$ cat src/rtl/jtag_tap_pkg.sv
// rtl/jtag_tap_pkg.sv - TAP state encodings, opcodes and DR select decode
package jtag_tap_pkg;

  typedef enum logic [3:0] {
    ST_EX2DR = 4'h0,
    ST_EX1DR = 4'h1,
    ST_SHDR  = 4'h2,
    ST_PAUDR = 4'h3,
    ST_SELIR = 4'h4,
    ST_UPDDR = 4'h5,
    ST_CAPDR = 4'h6,
    ST_SELDR = 4'h7,
    ST_EX2IR = 4'h8,
    ST_EX1IR = 4'h9,
    ST_SHIR  = 4'hA,
    ST_PAUIR = 4'hB,
    ST_RTI   = 4'hC,
    ST_UPDIR = 4'hD,
    ST_CAPIR = 4'hE,
    ST_TLR   = 4'hF
  } tap_state_e;

  localparam logic [3:0] OP_EXTEST  = 4'h0;
  localparam logic [3:0] OP_SAMPLE  = 4'h1;
  localparam logic [3:0] OP_IDCODE  = 4'h2;
  localparam logic [3:0] OP_BYPASS  = 4'hF;
  localparam logic [3:0] IR_CAPTURE = 4'b0001;

  typedef enum logic [1:0] {
    DR_BSR    = 2'd0,
    DR_IDCODE = 2'd1,
    DR_BYPASS = 2'd2
  } dr_sel_e;

  // Unknown opcodes fall through to the bypass register.
  function automatic dr_sel_e decode_dr(input logic [3:0] instr);
    case (instr)
      OP_EXTEST, OP_SAMPLE: return DR_BSR;
      OP_IDCODE:            return DR_IDCODE;
      default:              return DR_BYPASS;
    endcase
  endfunction

endpackage

$ cat src/rtl/jtag_tap_fsm.sv
// rtl/jtag_tap_fsm.sv - 16-state TAP controller state register
module jtag_tap_fsm
  import jtag_tap_pkg::*;
(
  input  logic       tck,
  input  logic       trst,
  input  logic       tms,
  output tap_state_e tap_state
);

  tap_state_e state_q;
  tap_state_e state_d;

  // Standard TMS-driven transitions
  always_comb begin
    state_d = state_q;
    case (state_q)
      ST_TLR:   state_d = tms ? ST_TLR   : ST_RTI;
      ST_RTI:   state_d = tms ? ST_SELDR : ST_RTI;
      ST_SELDR: state_d = tms ? ST_SELIR : ST_CAPDR;
      ST_CAPDR: state_d = tms ? ST_EX1DR : ST_SHDR;
      ST_SHDR:  state_d = tms ? ST_EX1DR : ST_SHDR;
      ST_EX1DR: state_d = tms ? ST_UPDDR : ST_PAUDR;
      ST_PAUDR: state_d = tms ? ST_EX2DR : ST_PAUDR;
      ST_EX2DR: state_d = tms ? ST_UPDDR : ST_SHDR;
      ST_UPDDR: state_d = tms ? ST_SELDR : ST_RTI;
      ST_SELIR: state_d = tms ? ST_TLR   : ST_CAPIR;
      ST_CAPIR: state_d = tms ? ST_EX1IR : ST_SHIR;
      ST_SHIR:  state_d = tms ? ST_EX1IR : ST_SHIR;
      ST_EX1IR: state_d = tms ? ST_UPDIR : ST_PAUIR;
      ST_PAUIR: state_d = tms ? ST_EX2IR : ST_PAUIR;
      ST_EX2IR: state_d = tms ? ST_UPDIR : ST_SHIR;
      ST_UPDIR: state_d = tms ? ST_SELDR : ST_RTI;
      default:  state_d = ST_TLR;
    endcase
  end

  // State register, forced to Test-Logic-Reset by trst
  always_ff @(posedge tck or posedge trst) begin
    if (trst) state_q <= ST_TLR;
    else      state_q <= state_d;
  end

  assign tap_state = state_q;

endmodule

$ cat src/rtl/jtag_tap_ctrl.sv
// rtl/jtag_tap_ctrl.sv - TAP controller sequencing a DW_bc_3 boundary chain
module jtag_tap_ctrl
  import jtag_tap_pkg::*;
#(
  parameter int          IR_W       = 4,
  parameter logic [31:0] IDCODE_VAL = 32'h1000_0001
) (
  input  logic       tck,
  input  logic       trst,
  input  logic       tms,
  input  logic       tdi,
  output logic       tdo,
  output logic       tdo_en,
  output logic       bsr_si,
  input  logic       bsr_so,
  output logic       shift_dr,
  output logic       capture_en,
  output logic       update_dr,
  output logic       mode,
  output logic [3:0] tap_state
);

  tap_state_e state;
  dr_sel_e    dr_sel;

  logic [IR_W-1:0] ir_shift_q, ir_shift_d;
  logic [IR_W-1:0] instr_q, instr_d;
  logic [31:0]     idcode_q, idcode_d;
  logic            bypass_q, bypass_d;
  logic            tdo_q, tdo_d;
  logic            tdo_en_q, tdo_en_d;
  logic            bsr_sel;

  jtag_tap_fsm u_fsm (
    .tck       (tck),
    .trst      (trst),
    .tms       (tms),
    .tap_state (state)
  );

  assign dr_sel  = decode_dr(instr_q);
  assign bsr_sel = (dr_sel == DR_BSR);

  // Next values for IR, instruction latch and the internal DRs
  always_comb begin
    ir_shift_d = ir_shift_q;
    instr_d    = instr_q;
    idcode_d   = idcode_q;
    bypass_d   = bypass_q;

    if (state == ST_CAPIR) ir_shift_d = IR_CAPTURE;
    if (state == ST_SHIR)  ir_shift_d = {tdi, ir_shift_q[IR_W-1:1]};

    if (state == ST_UPDIR) instr_d = ir_shift_q;
    // Entering or sitting in TLR (only reachable from SelIR or TLR itself)
    if (state == ST_TLR || (state == ST_SELIR && tms)) instr_d = OP_IDCODE;

    if (dr_sel == DR_IDCODE) begin
      if (state == ST_CAPDR) idcode_d = IDCODE_VAL;
      if (state == ST_SHDR)  idcode_d = {tdi, idcode_q[31:1]};
    end
    if (dr_sel == DR_BYPASS) begin
      if (state == ST_CAPDR) bypass_d = 1'b0;
      if (state == ST_SHDR)  bypass_d = tdi;
    end
  end

  // Rising-edge data registers
  always_ff @(posedge tck or posedge trst) begin
    if (trst) begin
      ir_shift_q <= IR_CAPTURE;
      instr_q    <= OP_IDCODE;
      idcode_q   <= IDCODE_VAL;
      bypass_q   <= 1'b0;
    end else begin
      ir_shift_q <= ir_shift_d;
      instr_q    <= instr_d;
      idcode_q   <= idcode_d;
      bypass_q   <= bypass_d;
    end
  end

  // TDO source select; holds its last value outside the shift states
  always_comb begin
    tdo_d    = tdo_q;
    tdo_en_d = (state == ST_SHIR) || (state == ST_SHDR);
    if (state == ST_SHIR) begin
      tdo_d = ir_shift_q[0];
    end else if (state == ST_SHDR) begin
      case (dr_sel)
        DR_BSR:    tdo_d = bsr_so;
        DR_IDCODE: tdo_d = idcode_q[0];
        default:   tdo_d = bypass_q;
      endcase
    end
  end

  // TDO launched on falling tck so it is stable at the next rising edge
  always_ff @(negedge tck or posedge trst) begin
    if (trst) begin
      tdo_q    <= 1'b0;
      tdo_en_q <= 1'b0;
    end else begin
      tdo_q    <= tdo_d;
      tdo_en_q <= tdo_en_d;
    end
  end

  assign tdo        = tdo_q;
  assign tdo_en     = tdo_en_q;
  assign bsr_si     = tdi;
  assign shift_dr   = bsr_sel && (state == ST_SHDR);
  assign capture_en = !(bsr_sel && (state == ST_CAPDR || state == ST_SHDR));
  assign update_dr  = (state == ST_UPDDR);
  assign mode       = (instr_q == OP_EXTEST);
  assign tap_state  = state;

endmodule

$ cat config.mk
export PLATFORM = sky130hd
export DESIGN_NAME = jtag_tap_ctrl
export DESIGN_NICKNAME = d
export VERILOG_FILES = /design/src/rtl/jtag_tap_pkg.sv /design/src/rtl/jtag_tap_fsm.sv /design/src/rtl/jtag_tap_ctrl.sv
export SDC_FILE = /design/constraint.sdc
export NUM_CORES = 1
export LEC_CHECK = 0
export CAP_MARGIN = 40
export CORE_ASPECT_RATIO = 1.5
export CORE_MARGIN = 4
export CORE_UTILIZATION = 58
export DETAILED_ROUTE_END_ITERATION = 8
export MAX_ROUTING_LAYER = met4
export PLACE_DENSITY = 0.9
export SYNTH_ARGS = -nofsm -noshare
export SYNTH_HDL_FRONTEND = slang
export SYNTH_SLANG_ARGS = --single-unit
$ cat constraint.sdc
create_clock -name tck -period 2.4 [get_ports tck]
set_input_delay 0.24 -clock tck [delete_from_list [all_inputs] [get_ports tck]]
set_output_delay 0.24 -clock tck [all_outputs]
set_load 0.01 [all_outputs]
* Word level (Yosys, flattened, before mapping)
Cells that the tools add are included.
Word-level totals: register bits 47, input port bits 5, word-level logic and storage cells 71
Cells by class: equality and inequality tests 19, muxes and demuxes 25, reduce and logical (&&, ||, !) cells 20
Operator list (number):
- two-way mux 32 bit | 2
- case mux 4 bit (12 select lines) | 1
- equality test 4 bit (second input constant) | 8
- two-way mux 4 bit | 5
- equality test 4 x 3 -> 1 bit (second input constant) | 4
- equality test 4 x 2 -> 1 bit (second input constant) | 3
- two-way mux 2 bit | 6
- two-way mux 3 bit | 4
- equality test 4 x 1 -> 1 bit (second input constant) | 2
- logical NOT 4 bit | 2
- nonzero test 2 bit | 4
- OR reduction 2 bit | 3
- two-way mux 1 bit | 5
- case mux 2 bit (2 select lines) | 1
- AND reduction 2 bit | 2
- logical AND 1 bit | 3
- logical OR 1 bit | 3
- OR reduction 3 bit | 1
- equality test 2 x 1 -> 1 bit (second input constant) | 1
- equality test 2 bit (second input constant) | 1
- logical NOT 2 bit | 1
- case mux 1 bit (2 select lines) | 1
- logical NOT 1 bit | 1

* Depth between registers and ports, before layout
Gate-level depths: netlist of run 1.
word-level depth 7, gate-level depth with buffers 5

* Hierarchy
A second synthesis of run 1 with hierarchy kept.
Second synthesis, totals: cell total of the unflattened synthesis 179, area total of the unflattened synthesis 2314.7 µm²
Modules (own cells, without submodules):
- jtag_tap_ctrl | area each 2113.3 µm², cells an instance 159, times used 1, sequential area each 1081.0 µm²
- jtag_tap_fsm | area each 201.4 µm², cells an instance 20, times used 1, sequential area each 105.1 µm²

==> impl_metrics.tcl, run 1 <==
set metrics [dict create \
    dp_hpwl_microns 2496 \
    netlist_area_sq_um 2331 \
    cap_viol_max_count 0 \
    synth_xor_area_frac 0 \
    die_w_microns 59.76 \
    num_rows 28 \
    drt-total-wl_microns 3866 \
    synth_adder_area_share 0 \
    startpoint_type "flop" \
    setup_ws_ns -0.1473 \
    hold_path.class "reg2reg" \
    vias 1380 \
    setup_viol 1 \
    endpoint "tdo" \
    power_density_nw_per_um2 1007 \
    htree_levels 2 \
    required_ns 1.34 \
    antenna-diode-count 0 \
    yosysUniqueCellTypes 35 \
    wire_per_inst_microns 15.34 \
    clock_latency_ns 0.30 \
    drive_gt1_frac 0.3478 \
    cts_made_buffers 5 \
    synth_top_family_by_area "multiplexers" \
    grt_pass1_vias 1429 \
    ant_nets 0 \
    syn-num-nets 189 \
    cts-root-buf "clkbuf_8" \
    gp_congestion 0.7403 \
    viasPerCell 5.476 \
    synth-simple-area-share 0.1691 \
    finClkSkew_ns 0.007013 \
    antenna_found_initial 0 \
    crit_type "reg2reg" \
    grt_max_degree 46 \
    avgSynthCellArea_sq_um 12.67 \
    fillers 279 \
    synth-seq-area-share 0.5089 \
    synth_compound_area_frac 0.04938 \
    path_clk_slew_ns 0.08 \
    cp.arrival_ns 1.49 \
    port_buffers 15 \
    cts_tree "done" \
    total_leakage_power_nw 1.322 \
    core_sq_um 3924 \
    area_growth_pct 14.71 \
    rsz0062_at_grt "true" \
    slowest_delay_ns 0.54 \
    dieArea_sq_um 5118 \
    power.total_w 0.002694 \
    grt_overflow_total 0 \
    dpl_cell_area_sq_um 2552 \
    dr.pass1.iters 4 \
    final_area_sq_um 2674 \
    cp-end-kind "flop" \
    cts_sinks 47 \
    grt_pass1_wl_microns 6596 \
    status "complete, but fails checks" \
    cp_cell_sequence "or3b_4 > a211oi_4 > a221oi_2" \
    r2r_end "tdo" \
    clockBufferDepth 2 \
    postLayoutCoreUtil 0.6814 \
    synth.mux.area_fraction 0.2260 \
    violations "setup timing" \
    io_pins 16 \
    die_h_microns 85.64 \
    grt_usage 0.1757 \
    timing.rr.start "u_fsm.tap_state[1]" \
    nets 211 \
    reg2reg_depth 3 \
    drt_iter0_drc 68 \
    cts_hold_buf 0 \
    maxSlewHeadroom 0.6296 \
    drv_slew 0 \
    ys_ff_latch 47 \
    cpMaxStageDelayCell "dfstp_2" \
    drc_errors 0 \
    ff2ff_setup_slack_ns -0.15 \
    synth_cells 184 \
    ir_drop_uv 1099 \
    yosys_warnings 0 \
    startpoint "u_fsm.tap_state[1]" \
    max_slew.worst_pin.slew_ns 0.5556 \
    worst-path-max-fanout 2 \
    start_util 0.5941 \
    finalHoldViolCount 0 \
]
critical path, delay by kind of cell, from the launching register on:
| family | cells | cell delay (ns) |
|---|---|---|
| compound gates | 2 | 0.26 |
| flops | 1 | 0.54 |
| simple gates | 1 | 0.39 |
cell usage after synthesis:
library cell / instances / area, sq um
nand2_1: 6 / 22.52
a22o_1: 1 / 8.760
nand3_1: 3 / 15.01
or4b_2: 1 / 10.01
mux2_4: 28 / 420.4
nor2_1: 11 / 41.29
and3b_1: 2 / 17.52
buf_6: 1 / 11.26
nand4b_1: 1 / 8.760
a211o_1: 2 / 17.52
nor3b_1: 1 / 7.510
nor4_1: 1 / 6.260
a21boi_2: 1 / 11.26
a211oi_1: 1 / 7.510
a221oi_1: 1 / 8.760
inv_1: 4 / 15.01
dfrtp_1: 37 / 925.9
clkbuf_1: 8 / 30.03
a21boi_0: 1 / 7.510
dfstp_2: 8 / 210.2
nor2b_1: 33 / 206.5
o21ai_0: 7 / 35.03
mux2_2: 5 / 56.30
nand3b_1: 1 / 7.510
nand4bb_1: 1 / 11.26
nor4b_1: 1 / 8.760
dfrtn_1: 2 / 50.05
buf_8: 3 / 45.04
nand2b_1: 2 / 12.51
mux2i_1: 5 / 50.05
or3b_4: 1 / 11.26
o2bb2ai_1: 1 / 8.760
buf_4: 1 / 7.510
o21ba_2: 1 / 10.01
or4_1: 1 / 7.510
kinds of logic (layout without fill, tap and decap cells):
family | Yosys count | in the layout
simple gates | 66 | 66
flops | 47 | 47
mux | 38 | 38
buf+inv | 17 | 40
compound gates | 16 | 16
through the flow:
stage / hold WS [ns] / worst slack (ns) / std cells / setup TNS (ns)
after floorplan: 0.2603 / -0.1398 / 184 / -0.1398
after global placement: 0.4687 / -0.08510 / 243 / -0.08510
after detailed placement: 0.4777 / -0.1233 / 243 / -0.1233
after CTS: 0.4900 / -0.1349 / 251 / -0.1349
after global routing: 0.5161 / -0.2028 / 252 / -0.2094
final: 0.4870 / -0.1473 / 252 / -0.1473
flip-flops by register name (all words and copies together), names as in the netlist:
register / cells
idcode_q: 32
instr_q: 4
ir_shift_q: 4
u_fsm.tap_state: 4
bypass_q: 1
tdo: 1
tdo_en: 1
cell usage in the layout, fill, tap and decap left out, types with 2 or more instances in the layout:
cell and n:
a211o_1 2, and3b_1 2, buf_4 12, clkbuf_8 6
clkdlybuf4s50_1 11, clkinvlp_4 2, dfrtn_1 2, dfrtp_1 37
dfstp_2 8, dlygate4sd2_1 2, inv_1 3, mux2_2 5
mux2_4 28, mux2i_1 5, nand2_1 6, nand2b_1 2
nand3_1 3, nor2_1 11, nor2b_1 33, o21ai_0 7
per-layer routing:
layer	global-route usage	share of wire
met5	-	0
met4	0.05444	0.011
met3	0.04970	0.030
met2	0.2657	0.51
met1	0.2276	0.45
report_power, final:
group | internal, W | switching (W) | total (W)
combinational | 0.000548 | 0.000558 | 0.00111
clock | 0.000230 | 0.000256 | 0.000486
sequential | 0.000994 | 0.000108 | 0.00110
total | 0.00177 | 0.000922 | 0.00269
final cells by class:
| type | count | area, sq um | area share |
|---|---|---|---|
| clock buffers | 6 | 82.58 | 0.03088 |
| clock inverters | 2 | 11.26 | 0.004212 |
| inverters | 4 | 18.77 | 0.007019 |
| multi-input cells | 120 | 1065 | 0.3982 |
| flip-flops and latches | 47 | 1186 | 0.4436 |
| well taps | 45 | 56.30 | 0.02106 |
| repair buffers | 28 | 254.0 | 0.09499 |
worst min path at each step:
stage / from / end / slack, ns / depth (start not counted)
after floorplan: trst / bypass_q / 0.26 / 1
after global placement: idcode_q[0] / idcode_q[0] / 0.47 / 2
after detailed placement: idcode_q[28] / idcode_q[28] / 0.48 / 2
after CTS: idcode_q[28] / idcode_q[28] / 0.49 / 2
after global routing: idcode_q[20] / idcode_q[20] / 0.52 / 1
final: idcode_q[28] / idcode_q[28] / 0.49 / 2
what timing repair did:
item	CTS	global route
endpoints found under the setup margin	6	4
setup buffers	0	1
gates resized for setup	9	4
endpoints found under the hold margin	0	0
Note: power is estimated with default switching activity, not from simulation.
==> run 2, diff against run 1 <==
PLACE_DENSITY = 0.76   (was 0.9)
==> impl_metrics.tcl, run 2 (synthesized netlist as in run 1, its figures left out) <==
set metrics [dict create \
    drive_gt1_frac 0.3495 \
    internal_power_w 0.001939 \
    dpl_cell_area_sq_um 2552 \
    ant_nets 0 \
    cts_made_buffers 5 \
    maxSlewHeadroom 0.6112 \
    total_leakage_power_nw 1.336 \
    finClkSkew_ns 0.01012 \
    final_cell_mix "37 x dfrtp_1, 33 x nor2b_1, 28 x mux2_4" \
    cp.arrival_ns 1.47 \
    drt-total-wl_microns 4060 \
    cap_viol_max_count 0 \
    grt_pass1_wl_microns 7127 \
    violations "setup timing" \
    cpMaxStageDelayCell "dfstp_2" \
    slowest_delay_ns 0.53 \
    clock_power_share 0.240 \
    startpoint "u_fsm.tap_state[1]" \
    largest-register "idcode_q" \
    viasPerCell 5.562 \
    seq_area_sq_um 1186 \
    cts_hold_buf 0 \
    timing.hold.ws_ns 0.4819 \
    clockBufferDepth 2 \
    highest_layer "met4" \
    cp_cell_sequence "or3b_4 > a211oi_2 > a221oi_2" \
    routed-wl-met3_microns 162 \
    grt_pass1_vias 1513 \
    final_common_cell "dfrtp_1" \
    worst-path-buf-inv 0 \
    wl_met2_microns 2041 \
    required_ns 1.34 \
    die_w_microns 59.76 \
    cp_top_family "flip-flops" \
    netSwitchingFraction 0.3214 \
    worst-path-max-fanout 2 \
    drt_iter0_drc 65 \
    io_pins 16 \
    wire_per_inst_microns 16.18 \
    die_h_microns 85.64 \
    port_buffers 15 \
    dp_hpwl_microns 2725 \
    nets 210 \
    path_clk_slew_ns 0.09 \
    cts-root-buf "clkbuf_8" \
    core_sq_um 3924 \
    fillers 316 \
    setup_viol 1 \
    combPwrFrac 0.376 \
    grt_max_degree 46 \
    holdCritStartpoint "idcode_q[0]" \
    grt_overflow_total 0 \
    rsz0062_at_grt "true" \
    dieArea_sq_um 5118 \
    crit_type "reg2reg" \
    antenna-diode-count 0 \
    grt_usage 0.1879 \
    status "complete, but fails checks" \
    final_area_sq_um 2695 \
    gp_congestion 0.8483 \
    wl_met1_microns 1785 \
    ir_drop_uv 833.4 \
    drc_errors 0 \
    largest_reg_flops 32 \
    timing.rr.start "u_fsm.tap_state[1]" \
    area_growth_pct 15.62 \
    setup_ws_ns -0.1324 \
    startpoint_type "flop" \
    cts_sinks 47 \
    multi_input_area_sq_um 1057 \
    power_density_nw_per_um2 1060 \
    clock_latency_ns 0.30 \
    hold_path.class "reg2reg" \
    finalHoldViolCount 0 \
    vias 1396 \
    dr.pass1.iters 4 \
    num_rows 28 \
    drv_slew 0 \
    power.share.sequential 0.384 \
    start_util 0.5941 \
    cp-end-kind "flop" \
    htree_levels 2 \
    cts_tree "done" \
    p_switching_w 0.0009183 \
    antenna_found_initial 0 \
    max_slew.worst_pin.slew_ns 0.5832 \
]
==> run 2: power by group through the flow <==
stage          logic [W]  registers, W  clock network (W)
4_1_cts          0.00107       0.00110           0.000699
6_report         0.00107       0.00110           0.000685
2_1_floorplan   0.000690       0.00112                  0
3_5_place_dp     0.00107       0.00111                  0
5_1_grt          0.00119       0.00111           0.000732
3_3_place_gp     0.00102       0.00110                  0
==> run 2: timing repair <==
action                                  in CTS  in global routing
gates resized for setup                      6                  6
endpoints found under the setup margin       6                  4
hold endpoints to repair                     0                  0
setup buffers                                0                  0
==> run 2: final timing paths <==
kind	slack (ns)	end	cells after the start
worst max-delay path	-0.13	tdo	3
worst min-delay path	0.48	idcode_q[0]	2
worst max register to register	-0.13	tdo	3
worst min register to register	0.48	idcode_q[0]	2
max in group asynchronous	1.01	tdo	2
min in group asynchronous	0.51	idcode_q[30]	3
==> run 2: area by class of cell <==
cell class | instances | area share
Sequential cell | 47 | 0.4401
Multi-Input combinational cell | 120 | 0.3923
Timing Repair Buffer | 27 | 0.08914
Clock buffer | 5 | 0.02553
Clock inverter | 3 | 0.02507
Tap cell | 45 | 0.02089
Inverter | 4 | 0.006964
==> run 2: metal layers <==
metal  vias up  global-route usage
met5         -                   -
met4         0             0.07258
met3        10             0.04367
met2        29              0.2776
met1       694              0.2498
li1        663                   -
==> run 2: through the flow <==
| stage | power [W] | TNS, ns | worst slack, ns | util | cells |
|---|---|---|---|---|---|
| floorplan | 0.001811 | -0.1398 | -0.1398 | - | 184 |
| global placement | 0.002118 | -0.09158 | -0.09158 | 0.6505 | 243 |
| detailed placement | 0.002178 | -0.1173 | -0.1173 | 0.6505 | 243 |
| CTS | 0.002861 | -0.1709 | -0.1436 | 0.6853 | 251 |
| global route | 0.003041 | -0.1727 | -0.1727 | 0.6869 | 251 |
| finish | 0.002857 | -0.1324 | -0.1324 | 0.6869 | 251 |
==> run 2: worst min-delay path, cell delays in order, from the launching register on <==
cell and delay [ns]:
dfstp_2 0.38, inv_1 0.05, mux2i_1 0.06
==> run 3, diff against run 2 <==
SKIP_LAST_GASP = 1   (was unset)
==> results of run 3 <==
Same layout as run 2: the final DEF is identical, and so are final timing and power.
